**src/rtl/uart_rx_param_if.sv**
```systemverilog
// ============================================================================
// Module      : uart_rx_param_if
// Description : Serial input and received word/flag bundle of the UART receiver.
// Revision    : 1.0 - initial release
// ============================================================================
`default_nettype none

interface uart_rx_param_if #(
    parameter int DATA_BITS = 8
);
    logic                 i_RX_Serial;
    logic                 o_RX_DV;
    logic [DATA_BITS-1:0] o_RX_Byte;
    logic                 o_Parity_Err;
    logic                 o_Frame_Err;
    logic                 o_Break;

    // master = line/consumer side, slave = receiver
    modport master (
        output i_RX_Serial,
        input  o_RX_DV, o_RX_Byte, o_Parity_Err, o_Frame_Err, o_Break
    );

    modport slave (
        input  i_RX_Serial,
        output o_RX_DV, o_RX_Byte, o_Parity_Err, o_Frame_Err, o_Break
    );
endinterface

`default_nettype wire

```
**src/rtl/uart_rx_param.sv**
```systemverilog
// ============================================================================
// Module      : uart_rx_param
// Description : Parametrised UART receiver with synchroniser, 3-sample majority
//               vote, parity/framing error flags and break detection.
// Revision    : 1.0 - initial release
// ============================================================================
`default_nettype none

module uart_rx_param #(
    parameter int CLKS_PER_BIT = 217,
    parameter int DATA_BITS    = 8,
    parameter int PARITY       = 0,
    parameter int STOP_BITS    = 1
) (
    input  wire              i_Clock,
    input  wire              i_Rst_n,
    uart_rx_param_if.slave   rx_bus
);

    if (CLKS_PER_BIT < 8 || CLKS_PER_BIT > 16383) begin : g_bad_clks_per_bit
        $error("uart_rx_param: CLKS_PER_BIT out of range 8..16383");
    end
    if (DATA_BITS < 5 || DATA_BITS > 9) begin : g_bad_data_bits
        $error("uart_rx_param: DATA_BITS out of range 5..9");
    end
    if (PARITY < 0 || PARITY > 2) begin : g_bad_parity
        $error("uart_rx_param: PARITY must be 0, 1 or 2");
    end
    if (STOP_BITS < 1 || STOP_BITS > 2) begin : g_bad_stop_bits
        $error("uart_rx_param: STOP_BITS must be 1 or 2");
    end

    localparam int CNT_W = $clog2(CLKS_PER_BIT);
    localparam int IDX_W = 4;

    localparam logic [CNT_W-1:0] c_half      = CNT_W'((CLKS_PER_BIT - 1) / 2);
    localparam logic [CNT_W-1:0] c_last_cnt  = CNT_W'(CLKS_PER_BIT - 1);
    localparam logic [IDX_W-1:0] c_last_data = IDX_W'(DATA_BITS - 1);
    localparam logic [IDX_W-1:0] c_last_stop = IDX_W'(STOP_BITS - 1);

    localparam logic [2:0] c_IDLE      = 3'd0;
    localparam logic [2:0] c_START     = 3'd1;
    localparam logic [2:0] c_DATA      = 3'd2;
    localparam logic [2:0] c_PARITY    = 3'd3;
    localparam logic [2:0] c_STOP      = 3'd4;
    localparam logic [2:0] c_WAIT_IDLE = 3'd5;

    logic [1:0]           r_sync;
    logic [2:0]           r_sh;
    logic [2:0]           r_state;
    logic [CNT_W-1:0]     r_count;
    logic [IDX_W-1:0]     r_index;
    logic [DATA_BITS-1:0] r_shift;
    logic                 r_par_bit;
    logic                 r_ferr;
    logic                 r_stops_low;

    logic                 r_dv;
    logic [DATA_BITS-1:0] r_byte;
    logic                 r_perr_o;
    logic                 r_ferr_o;
    logic                 r_break_o;

    logic w_line;
    logic w_bit_end;
    logic w_par_calc;
    logic w_par_err;
    logic w_ferr_next;
    logic w_stops_low_next;
    logic w_break_next;

    always_comb begin
        w_line           = (r_sh[0] & r_sh[1]) | (r_sh[0] & r_sh[2]) | (r_sh[1] & r_sh[2]);
        w_bit_end        = (r_count == c_last_cnt);
        w_par_calc       = (^r_shift) ^ r_par_bit;
        w_par_err        = (PARITY == 1) ? ~w_par_calc :
                           (PARITY == 2) ?  w_par_calc : 1'b0;
        w_ferr_next      = r_ferr | ~w_line;
        w_stops_low_next = r_stops_low & ~w_line;
        // Break: everything after the start bit, parity included, was low
        w_break_next     = (r_shift == '0) & ((PARITY == 0) | ~r_par_bit) & w_stops_low_next;
    end

    always_ff @(posedge i_Clock or negedge i_Rst_n) begin
        if (!i_Rst_n) begin
            r_sync      <= 2'b11;
            r_sh        <= 3'b111;
            r_state     <= c_IDLE;
            r_count     <= '0;
            r_index     <= '0;
            r_shift     <= '0;
            r_par_bit   <= 1'b0;
            r_ferr      <= 1'b0;
            r_stops_low <= 1'b0;
            r_dv        <= 1'b0;
            r_byte      <= '0;
            r_perr_o    <= 1'b0;
            r_ferr_o    <= 1'b0;
            r_break_o   <= 1'b0;
        end else begin
            r_sync <= {r_sync[0], rx_bus.i_RX_Serial};
            r_sh   <= {r_sh[1:0], r_sync[1]};
            r_dv   <= 1'b0;

            case (r_state)
                c_IDLE: begin
                    r_count <= '0;
                    r_index <= '0;
                    if (!w_line) begin
                        r_state <= c_START;
                    end
                end

                c_START: begin
                    if (r_count == c_half) begin
                        r_count     <= '0;
                        r_par_bit   <= 1'b0;
                        r_ferr      <= 1'b0;
                        r_stops_low <= 1'b1;
                        r_state     <= w_line ? c_IDLE : c_DATA;
                    end else begin
                        r_count <= r_count + 1'b1;
                    end
                end

                c_DATA: begin
                    if (w_bit_end) begin
                        r_count <= '0;
                        r_shift <= {w_line, r_shift[DATA_BITS-1:1]};
                        if (r_index == c_last_data) begin
                            r_index <= '0;
                            r_state <= (PARITY != 0) ? c_PARITY : c_STOP;
                        end else begin
                            r_index <= r_index + 1'b1;
                        end
                    end else begin
                        r_count <= r_count + 1'b1;
                    end
                end

                c_PARITY: begin
                    if (w_bit_end) begin
                        r_count   <= '0;
                        r_par_bit <= w_line;
                        r_state   <= c_STOP;
                    end else begin
                        r_count <= r_count + 1'b1;
                    end
                end

                c_STOP: begin
                    if (w_bit_end) begin
                        r_count <= '0;
                        if (r_index == c_last_stop) begin
                            r_index   <= '0;
                            r_dv      <= 1'b1;
                            r_byte    <= r_shift;
                            r_perr_o  <= w_par_err;
                            r_ferr_o  <= w_ferr_next;
                            r_break_o <= w_break_next;
                            r_state   <= w_ferr_next ? c_WAIT_IDLE : c_IDLE;
                        end else begin
                            r_index     <= r_index + 1'b1;
                            r_ferr      <= w_ferr_next;
                            r_stops_low <= w_stops_low_next;
                        end
                    end else begin
                        r_count <= r_count + 1'b1;
                    end
                end

                // A low line after a framing error must go high before re-arming
                c_WAIT_IDLE: begin
                    r_count <= '0;
                    if (w_line) begin
                        r_state <= c_IDLE;
                    end
                end

                default: r_state <= c_IDLE;
            endcase
        end
    end

    assign rx_bus.o_RX_DV      = r_dv;
    assign rx_bus.o_RX_Byte    = r_byte;
    assign rx_bus.o_Parity_Err = r_perr_o;
    assign rx_bus.o_Frame_Err  = r_ferr_o;
    assign rx_bus.o_Break      = r_break_o;

endmodule

`default_nettype wire
```
**src/flat_wrapper.sv**
```systemverilog
// flat-port wrapper written by rule: the top's interface ports become plain ports
module uart_rx_param_flat 
#(
    parameter int CLKS_PER_BIT = 217,
    parameter int DATA_BITS    = 8,
    parameter int PARITY       = 0,
    parameter int STOP_BITS    = 1
)
  (i_Clock, i_Rst_n, rx_bus_i_RX_Serial, rx_bus_o_RX_DV, rx_bus_o_RX_Byte, rx_bus_o_Parity_Err, rx_bus_o_Frame_Err, rx_bus_o_Break);
  uart_rx_param_if #(.DATA_BITS(DATA_BITS)) rx_bus_i ();
  input  wire i_Clock;
  input  wire i_Rst_n;
  input wire logic [$bits(rx_bus_i.i_RX_Serial)-1:0] rx_bus_i_RX_Serial;
  output wire logic [$bits(rx_bus_i.o_RX_DV)-1:0] rx_bus_o_RX_DV;
  output wire logic [$bits(rx_bus_i.o_RX_Byte)-1:0] rx_bus_o_RX_Byte;
  output wire logic [$bits(rx_bus_i.o_Parity_Err)-1:0] rx_bus_o_Parity_Err;
  output wire logic [$bits(rx_bus_i.o_Frame_Err)-1:0] rx_bus_o_Frame_Err;
  output wire logic [$bits(rx_bus_i.o_Break)-1:0] rx_bus_o_Break;
  assign rx_bus_i.i_RX_Serial = rx_bus_i_RX_Serial;
  assign rx_bus_o_RX_DV = rx_bus_i.o_RX_DV;
  assign rx_bus_o_RX_Byte = rx_bus_i.o_RX_Byte;
  assign rx_bus_o_Parity_Err = rx_bus_i.o_Parity_Err;
  assign rx_bus_o_Frame_Err = rx_bus_i.o_Frame_Err;
  assign rx_bus_o_Break = rx_bus_i.o_Break;
  uart_rx_param #(.CLKS_PER_BIT(CLKS_PER_BIT), .DATA_BITS(DATA_BITS), .PARITY(PARITY), .STOP_BITS(STOP_BITS)) u_core (.i_Clock(i_Clock), .i_Rst_n(i_Rst_n), .rx_bus(rx_bus_i));
endmodule
```
**config.mk**
```make
export PLATFORM = sky130hd
export DESIGN_NAME = uart_rx_param_flat
export DESIGN_NICKNAME = d
export VERILOG_FILES = /design/src/rtl/uart_rx_param_if.sv /design/src/rtl/uart_rx_param.sv /design/src/flat_wrapper.sv
export SDC_FILE = /design/constraint.sdc
export NUM_CORES = 1
export LEC_CHECK = 0
export BUFFER_PORTS_ARGS = -buffer_cell sky130_fd_sc_hd__buf_4
export CORE_UTILIZATION = 50
export DETAILED_ROUTE_END_ITERATION = 10
export GPL_ROUTABILITY_DRIVEN = 0
export PLACE_DENSITY_LB_ADDON = 0.1
export SYNTH_ARGS = -nofsm -noshare
export SYNTH_HDL_FRONTEND = slang
export SYNTH_SLANG_ARGS = --single-unit
```
**constraint.sdc**
```tcl
create_clock -name i_Clock -period 2.7 [get_ports i_Clock]
set_input_delay 0.675 -clock i_Clock [delete_from_list [all_inputs] [get_ports i_Clock]]
set_output_delay 0.675 -clock i_Clock [all_outputs]
set_load 0.005 [all_outputs]
```
==> impl_results.md <==
- Register area: 1032 um^2
- Class of the worst hold path: in -> async
- Largest net degree at the start of global routing: 42
- Postcts setup bufs: 0
- Syn avg cell area: approximately 11 um^2
- Unrepaired setup endpoints after global routing: false
- Initial antenna violation count: 0
- CTS max path bufs: 2
- Post-route insts no fill: 239
- Util after Layout: around 59%
- Antenna Diode Count: 0
- Final Hold Fails: 0
- CTS clk-pin slew, worst paths: ~80 ps
- DRT iter0 DRCs: 46
- Syn nets: between 150 and 200
- Post-CTS Hold Fix Bufs: 0
- Synth cell types: 48
- Leak Pwr: between 1 and 1.5 nW
- Starting density of the core: 53.11%
- CTS tree: yes
- EDFF count, synth: 0
- Drt first pass iters: 4
- PostCTS Resize Cnt: 0
- CP startpoint: u_core.r_count[0]
- Synth Flop Type: dfrtp_1
- Startpoint class of the critical path: flip-flop
- Crit path arrival time: ~2200 ps
- RR Startpoint: u_core.r_count[0]
- Final cycle utilization of the critical path: roughly 73%
- CP endpoint kind: flip-flop
- Num rows: 22
- Cts bufs inserted: 5
- PwrDens: around 480 nW/um^2
- Setup Total Neg Slack: 0 ps
- Drc violations: 0
- First-pass GRT wire length: slightly below 6 mm
- Placed cell area: approximately 2100 um^2
- Vias per cell: around 5.5
- Final hold slack: roughly 350 ps
- Flops & latches, synth: 41
- CTS root buffer: clkbuf_8
- Fill cells: 327
- Min Tclk post-route: 1970 ps
- PortBufs: 13
- Clock Latency Late Sink: between 200 and 300 ps
- Pre-CTS setup slack: 762.0 ps
- Post-DR wirelength/cell: 14.30 um
- Final setup fails: 0
- Vias in the first global route: ~1300
- Die H: around 65 um
- Max Clock Freq: roughly 510 MHz
- I/O Pins: 15
- Fraction of layout cells with a size suffix above 1: 28.80%
- Nets: between 150 and 200
- Skew final: roughly 9.6 ps
- Global route overflow: 0
- Maximum vdd ir drop: between 0.0003 and 0.0004 V
- Final WL: roughly 3.4 mm
- Slew Limit Fails: 0
- Die Wd: about 65 um
- Worst Setup Slack, final: approximately 730 ps
- Worst-Margin Slew: 505.1 ps
- Gr usage total: 18.64%
- Clock Sink Count: slightly above 40
- Crit Path Class: reg -> reg
- Die Area: between 4000 and 5000 um^2
- Mapped cell area: about 2000 um^2
- Ys async rst share: 100.0%
- Mapped Cells: 175
- Dpl hpwl: 2.428 mm
- Commonest non-fill, non-tap cell in the layout: dfrtp_1
- Outcome: finished, final reports clean
- Antenna-violating nets left: 0
- Placed cell count: 231
- Seq/Total Area, Yosys: between 50 and 60%
- Final Cell Area: about 2200 um^2
- Core footprint: approximately 3700 um^2
- Max-Cap Viols: 0
- Required time of the critical path: ~2900 ps
- Area growth syn-to-layout: 10.51%
- Tot Pwr: between 1 and 1.5 mW
- CP max FO: 6
- Most frequent cells in the layout: dfrtp_1 (36), mux2_2 (18), nand2_1 (15)
- Synth warnings: 0
- Htree depth: 2
- Max-slew headroom: about 66%
- Total number of vias: approximately 1300
- Area taken by multi-input logic gates: roughly 880 um^2
## cell families after synthesis
logic type	synth area share (%)
AND/OR/NAND/NOR	17.75
flip-flops	51.92
AO/OA/AOI/OAI	10.89
multiplexers	11.77
buffers and inverters	3.650
adder cells (fa/ha/maj)	2.517
XOR/XNOR	1.322
other	0.1886
## registers in the layout (all words and copies together) (netlist names)
register,count
u_core.rx_bus.o_Break,1
u_core.r_sh,3
u_core.rx_bus.o_RX_Byte,8
u_core.r_stops_low,1
u_core.rx_bus.o_RX_DV,1
u_core.r_ferr,1
u_core.r_state,3
u_core.r_count,8
u_core.r_shift,8
u_core.rx_bus.o_Frame_Err,1
u_core.r_sync,2
u_core.r_index,4
## power by group
| part | total, mW | internal [mW] | switching, mW |
|---|---|---|---|
| clock | 0.408 | 0.208 | 0.201 |
| combinational | 0.0201 | 0.00428 | 0.0158 |
| sequential | 0.623 | 0.621 | 0.00237 |
## synth_stat cells, types with 2 or more instances
library cell | instances | area share (%)
nand3_1 | 6 | 1.5
inv_1 | 6 | 1.1
nor2_1 | 10 | 1.9
ha_1 | 4 | 2.5
nand2b_1 | 3 | 0.94
mux2_2 | 18 | 10
dfstp_2 | 5 | 6.6
a21oi_1 | 5 | 1.3
a21o_1 | 7 | 2.6
nand2_1 | 15 | 2.8
nor3_1 | 6 | 1.5
nor4bb_1 | 2 | 1.0
dfrtp_1 | 36 | 45
xnor2_1 | 2 | 0.88
nand4_1 | 2 | 0.63
nor4b_1 | 3 | 1.3
buf_6 | 3 | 1.7
o21ai_0 | 9 | 2.3
mux2i_1 | 2 | 1.0
and3_1 | 2 | 0.63
o21bai_2 | 2 | 1.1
## final timing paths
check	to	slack (ps)	depth (start not counted)
max	u_core.r_index[3]	730	7
min	u_core.rx_bus.o_Frame_Err	350	1
max reg2reg	u_core.r_index[3]	730	7
min reg2reg	u_core.r_sync[1]	360	0
max in group asynchronous	u_core.r_sh[2]	1980	1
min in group i_Clock	u_core.r_sync[1]	360	0
## critical path, stage by stage (launching register included)
cell      delay, ps
dfrtp_1         430
inv_1            80
ha_1            130
nand3_1         170
nor3_1          340
o21bai_2        160
or4_4           500
o211ai_2         80
## per-layer routing
metal | global-route usage (%) | routed length [um] | vias to the layer above
met5 | 0 | 0 | -
met4 | 7.337 | 48 | 0
met3 | 4.225 | 80 | 6
met2 | 29.04 | 1592 | 15
met1 | 25.17 | 1695 | 639
li1 | - | - | 652
## area by class of cell
| type | count | share of cell area, % |
|---|---|---|
| well taps | 48 | 2.733 |
| inverters | 6 | 1.025 |
| clock inverters | 1 | 0.3417 |
| multi-input cells | 122 | 40.20 |
| flip-flops and latches | 41 | 46.98 |
| repair buffers | 14 | 4.784 |
| clock buffers | 7 | 3.929 |
No activity file was read; power rests on OpenSTA's default activity.
